--- config.mk ---
export PLATFORM = sky130hd
export DESIGN_NAME = reg_status_file
export DESIGN_NICKNAME = d
export VERILOG_FILES = /design/src/rtl/reg_status_file.sv
export SDC_FILE = /design/constraint.sdc
export NUM_CORES = 2
export LEC_CHECK = 0
export BUFFER_PORTS_ARGS = -buffer_cell sky130_fd_sc_hd__buf_2
export CAP_MARGIN = 20
export CORE_ASPECT_RATIO = 0.8
export CORE_MARGIN = 3
export CORE_UTILIZATION = 57
export DETAILED_ROUTE_END_ITERATION = 10
export PLACE_DENSITY = 0.83
export SYNTH_ARGS = -nofsm -noshare
export SYNTH_HDL_FRONTEND = slang
export SYNTH_SLANG_ARGS = --single-unit
--- constraint.sdc ---
create_clock -name clk_in -period 3.45 [get_ports clk_in]
set_input_delay 0 -clock clk_in [delete_from_list [all_inputs] [get_ports clk_in]]
set_output_delay 0 -clock clk_in [all_outputs]
set_load 0.01 [all_outputs]
--- src/rtl/reg_status_file.sv ---
// Architectural register file with rename-status (busy/tag) table.
// Dispatch renames a destination to a ROB tag. A ROB commit writes the value and
// frees the register only if the register still maps to that tag. Both read
// ports are combinational and forward a same-cycle freeing commit.
module reg_status_file #(
    parameter int unsigned REG_NUM = 32,
    parameter int unsigned TAG_W   = 5,
    parameter int unsigned XLEN    = 32
) (
    input  logic             clk_in,
    input  logic             rst_in,
    input  logic             rdy_in,
    input  logic             roll_back,
    input  logic             issue_valid,
    input  logic [4:0]       issue_rd,
    input  logic [TAG_W-1:0] issue_entry,
    input  logic             rob_commit,
    input  logic             commit_wr_en,
    input  logic [4:0]       rob_des_commit,
    input  logic [TAG_W-1:0] rob_entry_commit,
    input  logic [XLEN-1:0]  rob_result_out,
    input  logic [4:0]       rs1_addr,
    output logic [XLEN-1:0]  rs1_value,
    output logic             rs1_busy,
    output logic [TAG_W-1:0] rs1_tag,
    input  logic [4:0]       rs2_addr,
    output logic [XLEN-1:0]  rs2_value,
    output logic             rs2_busy,
    output logic [TAG_W-1:0] rs2_tag
);

    localparam int unsigned AW = 5;

    logic [XLEN-1:0]  value_q [REG_NUM];
    logic [XLEN-1:0]  value_d [REG_NUM];
    logic [TAG_W-1:0] tag_q   [REG_NUM];
    logic [TAG_W-1:0] tag_d   [REG_NUM];
    logic [REG_NUM-1:0] busy_q;
    logic [REG_NUM-1:0] busy_d;

    logic commit_ok;
    logic commit_clr;
    logic issue_ok;
    logic flush_ok;

    // Qualified strobes; everything is gated by rdy_in so a pause freezes state.
    always_comb begin
        commit_ok  = rdy_in && rob_commit && commit_wr_en && (rob_des_commit != '0);
        commit_clr = commit_ok && busy_q[rob_des_commit]
                     && (tag_q[rob_des_commit] == rob_entry_commit);
        issue_ok   = rdy_in && issue_valid && !roll_back && (issue_rd != '0);
        flush_ok   = rdy_in && roll_back;
    end

    // Next state: commit writes value, flush/commit free, issue renames last so it wins.
    always_comb begin
        value_d = value_q;
        tag_d   = tag_q;
        busy_d  = busy_q;
        for (int unsigned i = 1; i < REG_NUM; i++) begin
            if (commit_ok && (rob_des_commit == AW'(i))) begin
                value_d[i] = rob_result_out;
            end
            if (flush_ok) begin
                busy_d[i] = 1'b0;
            end else if (commit_clr && (rob_des_commit == AW'(i))) begin
                busy_d[i] = 1'b0;
            end
            if (issue_ok && (issue_rd == AW'(i))) begin
                busy_d[i] = 1'b1;
                tag_d[i]  = issue_entry;
            end
        end
    end

    // State registers with asynchronous active-low clear.
    always_ff @(posedge clk_in or negedge rst_in) begin
        if (!rst_in) begin
            for (int unsigned i = 0; i < REG_NUM; i++) begin
                value_q[i] <= '0;
                tag_q[i]   <= '0;
            end
            busy_q <= '0;
        end else begin
            value_q <= value_d;
            tag_q   <= tag_d;
            busy_q  <= busy_d;
        end
    end

    // Read port 1: x0 reads zero, a freeing commit to the same register is forwarded.
    always_comb begin
        rs1_value = '0;
        rs1_busy  = 1'b0;
        rs1_tag   = '0;
        if (rs1_addr != '0) begin
            if (commit_clr && (rob_des_commit == rs1_addr)) begin
                rs1_value = rob_result_out;
            end else begin
                rs1_value = value_q[rs1_addr];
                rs1_busy  = busy_q[rs1_addr];
                rs1_tag   = tag_q[rs1_addr];
            end
        end
    end

    // Read port 2: identical to port 1.
    always_comb begin
        rs2_value = '0;
        rs2_busy  = 1'b0;
        rs2_tag   = '0;
        if (rs2_addr != '0) begin
            if (commit_clr && (rob_des_commit == rs2_addr)) begin
                rs2_value = rob_result_out;
            end else begin
                rs2_value = value_q[rs2_addr];
                rs2_busy  = busy_q[rs2_addr];
                rs2_tag   = tag_q[rs2_addr];
            end
        end
    end

endmodule

### Word level (Yosys, flattened, before mapping)

Cells that the tools add are included.

| word-level totals | value |
|---|---|
| register bits after elaboration | 1178 |
| latch bits | 0 |
| RAM bits | 0 |
| bits in read-only memories | 0 |
| output and inout bits | 76 |
| word-level logic and storage cells | 433 |
| memories | 0 |

| operators by class | value |
|---|---|
| $add $sub $neg | 0 |
| multipliers | 0 |
| divide/modulo/power cells | 0 |
| order comparisons | 6 |
| eq/ne operators | 65 |
| shift operators | 0 |
| muxes and demuxes | 126 |
| bitwise gates (word level) | 3 |
| reduce and logical (&&, ||, !) cells | 140 |

Operator list:

| cell | count |
|---|---|
| $bmux W32 S5 | 2 |
| $mux W32 | 8 |
| $eq A5 B5 Y1 const B | 32 |
| $logic_and A1 B1 Y1 | 104 |
| $mux W1 | 100 |
| $reduce_bool A3 Y1 | 31 |
| $eq A5 B4 Y1 const B | 16 |
| $bmux W5 S5 | 3 |
| $mux W5 | 10 |
| $eq A5 B3 Y1 const B | 8 |
| $eq A5 B2 Y1 const B | 4 |
| $reduce_bool A5 Y1 | 4 |
| $ge A6 B6 Y1 const B | 3 |
| $lt A5 B6 Y1 const B | 3 |
| $not A5 Y6 | 3 |
| $bmux W1 S5 | 3 |
| $eq A5 B5 Y1 | 3 |
| $eq A5 B1 Y1 const B | 2 |
| $logic_not A1 Y1 | 1 |

### Longest topological paths before layout

| depth | value |
|---|---|
| depth in word-level cells | 10 |
| gate-level depth with buffers | 15 |

### Worst setup path before layout

No wires, ideal clock.

| timing path | value |
|---|---|
| path kind | input-to-reg |
| start | in rob_des_commit[2] |
| end | reg busy_q[21] |
| setup time | 0.120 ns |
| arrival | 2.583 ns |
| required time | 3.330 ns |
| path slack | 0.747 ns |
| cell stages on the path | 12 |
| path buffers | 4 |
| path through | clkbuf_1 > buf_2 > clkbuf_1 > mux4_2 > mux2_2 > nand2_1 > a32oi_1 > xor2_1 > nor4_4 > buf_2 > nand3_1 > a31o_2 |

| on the way | value |
|---|---|
| cells in the longest elaborated chain, start to end | 8 |
| elaborated cells on any way between the ends | 14 |
| those cells by class | eq/ne: 2; mux: 5; bitwise: 1; reduce/logical: 6 |

RTL lines:

| item | line | source |
|---|---|---|
| start, declared | 19 | `input logic [4:0] rob_des_commit,` |
| $not A5 Y6 (not written as such) | 50 | `&& (tag_q[rob_des_commit] == rob_entry_commit);` |
| $bmux W5 S5 | 50 |  |
| $mux W5 (not written as such) (2 in a row) | 50 |  |
| $eq A5 B5 Y1 | 50 |  |
| $logic_and A1 B1 Y1 | 50 |  |
| $logic_and A1 B1 Y1 (*) | 66 | `end else if (commit_clr && (rob_des_commit == AW'(i))) begin` |
| $reduce_bool A3 Y1 (no line) (*) | n/a |  |
| end signal, assigned | 87 | `busy_q <= busy_d;` |
| end, declared | 38 | `logic [REG_NUM-1:0] busy_q;` |

Every way passes the cells marked *; elsewhere a longest branch is shown, timed or not. The select of a mux whose other input is x is not followed.
A chain may end at the register's enable or synchronous reset.

### Worst setup path in the final report

| timing path | value |
|---|---|
| start | reg tag_q[54] (netlist bit) |
| end | out rs1_value[1] |

| on the way | value |
|---|---|
| cells in the longest elaborated chain, start to end | 8 |

RTL lines:

| item | line | source |
|---|---|---|
| start, declared | 36 | `logic [TAG_W-1:0] tag_q [REG_NUM];` |
| start signal, assigned | 86 | `tag_q <= tag_d;` |
| $bmux W5 S5 | 50 |  |
| $mux W5 (not written as such) (2 in a row) | 50 |  |
| $eq A5 B5 Y1 | 50 |  |
| $logic_and A1 B1 Y1 | 50 |  |
| $logic_and A1 B1 Y1 | 97 | `if (commit_clr && (rob_des_commit == rs1_addr)) begin` |
| $mux W32 | 97 |  |
| $mux W32 | 96 | `if (rs1_addr != '0) begin` |
| end, declared | 23 | `output logic [XLEN-1:0] rs1_value,` |

Every way passes these cells. The select of a mux whose other input is x is not followed.

==> impl_metrics.toml <==
[status]
status = "complete, but fails checks"
violations = "negative setup slack"

[sta]
max_freq_mhz = 264
min_period_over_period_pct = 110
relSlewSlack_pct = 21.4
period_needed_ns = 3.78
totalNegativeSetupSlack_ns = -20.18
maxSlewViolCount = 0
setup_viol = 76
finalWorstSetupSlack_ns = -0.332
hold_viol_final = 0
worst_clock_skew_ns = 0.0304
rsz0062_at_grt = "yes"
worst_pin_slew_ns = 1.17

[yosys]
synth_top_cell_by_area = "dfrtp_1"
synth_fp_nets = 4448
synth-seq-cells = 1178
synth.area.top_cells = "dfrtp_1, mux4_2, mux2_2"
syn_area_per_cell_sq_um = 14.9
syn_area_sq_mm = 0.0654
async_flop_share_pct = 100
synth_top_area_share_pct = 45.1
synth.distinct_cells = 57
seq_area_frac_synth_pct = 45.1
ys_warn_count = 0
synth_ff_type = "dfrtp_1"
syn_inst = 4379
synth_edf_count = 0

[drt]
drt_iter0_markers = 5845
via_count = 44300
drc_errors = 0
routed_wl_um = 204000
post_drt_wl_per_cell_um = 33.6
drtPass1Iterations = 6
route.antenna.remaining_nets = 0
avgViaCountPerCell = 7.31

[global_routing]
groute.usage.overall_pct = 34.4
use_met1_pct = 47.4
grt_first_pass_wirelength_um = 301000
grt_use_met2_pct = 50.3
antenna_found_initial = 1
gr-total-overflow = 0
grt_max_degree = 121
grtUsageMet3_pct = 12.0
top_usage_layer = "met2"
first_global_vias = 44800

[layout]
stdcell_count = 6055
final_layout_size_suffix_gt1_share_pct = 56.2
layout_common_cells = "dfrtp_1, mux2_2, mux4_2"
nets = 4516
postLayoutCoreUtil_pct = 65.5
final_common_cell = "dfrtp_1"
area_growth_pct = 13.5

[critical_path]
cp_max_fo = 4
cp-start-kind = "flop"
path_class = "flop to output port"
end_kind = "output port"
crit_required_ns = 3.45
critPathArrivalTime_ns = 3.78

[clocking]
clkTransAtPathRegs_ns = 0.07
clk_latency_ns = 0.75
cts.sinks = 1178
numCtsBuffers = 113
cts-root-buf = "clkbuf_16"
cts_tree = "yes"
clk_path_buf_depth = 3
htree_levels = 3

[floorplanning]
die_w_um = 385
ios = 145
core-area_sq_mm = 0.113
initial_utilization_pct = 57.8
die_h_um = 309
design.die.area_sq_mm = 0.119
rows = 110

[worst_hold_path]
hold_class = "primary input to asynchronous set/reset pin"

[place]
place_hpwl_um = 121000
dp.cells = 5763
pre_cts_slack_ns = -0.141
io_buffer_count = 144
globalplace.congestion = 0.919

[power]
ir_drop_uv = 478
p_leak_uw = 0.0335
power.density_mw_per_mm2 = 460

[job]
drv_cap = 0
report_power, final:
group	internal, uW	total (uW)	switching (uW)
Sequential	14900	15800	903
Clock	7400	13100	5730
Combinational	2780	5160	2380
Total	25100	34100	9010
logic make-up (layout without fill, tap and decap cells):
logic type             Yosys count  count (layout)  synth area share, %
XOR/XNOR                        13              13                0.174
multiplexers                  1949            1949                 45.7
buffers and inverters          471             634                 2.90
flip-flops                    1178            1178                 45.1
other                            0               1                    0
AND/OR/NAND/NOR                555             555                 3.75
AO/OA/AOI/OAI                  213             213                 2.35
cell type report:
class                   count  area [sq um]
clock buffers             157          3270
fillers                  7481         39000
repair buffers            419          4240
well taps                1512          1890
diodes                      1          2.50
inverters                   5          18.8
flip-flops and latches   1178         29500
clock inverters            53           613
multi-input cells        2730         34600
repair_timing:
action	4_1_cts	5_1_grt
resized for setup	103	77
endpoints found under the hold margin	2201	0
gates cloned	3	3
buffers inserted	17	15
endpoints found under the setup margin	76	76
pin swaps	27	16
hold buffers	50	0
registers in the layout, indices dropped and copies added (netlist names):
| register | cells |
|---|---|
| value_q | 992 |
| busy_q | 31 |
| tag_q | 155 |
worst max-delay path, stage by stage (launching register included):
cell and delay, ns:
dfrtp_1 0.42, mux4_2 0.48, mux2i_1 0.15, o211ai_1 0.19, a21o_1 0.25, a211oi_4 0.35
nor4b_4 0.32, and2_4 0.23, buf_12 0.14, buf_12 0.14, buf_8 0.12, o21ai_2 0.06
buf_2 0.15
cell usage after synthesis, types with 8 or more instances:
cell type	number
a22o_1	77
a31o_2	18
and3_1	12
buf_1	102
buf_2	8
buf_4	15
buf_6	8
clkbuf_1	331
dfrtp_1	1178
mux2_2	1139
mux2i_1	94
mux4_2	716
nand2_1	339
nand3_1	91
nor2_1	49
nor2b_1	11
o21ai_0	53
o21ai_1	28
xnor2_1	8
metrics by stage:
| step | hold WS [ns] | cell area [sq um] | total power (uW) |
|---|---|---|---|
| after CTS | 0.0963 | 73700 | 34000 |
| after floorplan | -0.296 | 65400 | 19200 |
| after detailed placement | 0.0247 | 68700 | 20900 |
| after global routing | 0.0976 | 74200 | 35200 |
| final | 0.108 | 74200 | 34100 |
| after global placement | 0.0284 | 68700 | 20700 |
final timing paths:
check	start	endpoint	slack [ns]	cells after the start
worst max-delay path	tag_q[54]	rs1_value[1]	-0.33	12
worst min-delay path	rst_in	tag_q[152]	0.11	3
worst max register to register	tag_q[117]	busy_q[23]	0.42	10
worst min register to register	value_q[923]	value_q[923]	0.50	2
max in group asynchronous	rst_in	tag_q[28]	2.65	4
min in group clk_in	rob_entry_commit[4]	busy_q[12]	0.15	6
metal layers:
| layer | share of wire [%] | vias up | routed length [um] |
|---|---|---|---|
| met1 | 37 | 23400 | 75500 |
| met5 | 0.0064 | - | 13 |
| li1 | - | 17100 | - |
| met4 | 4.9 | 2 | 9870 |
| met3 | 13 | 644 | 27000 |
| met2 | 45 | 3110 | 91100 |
Note: power is estimated with default switching activity, not from simulation.
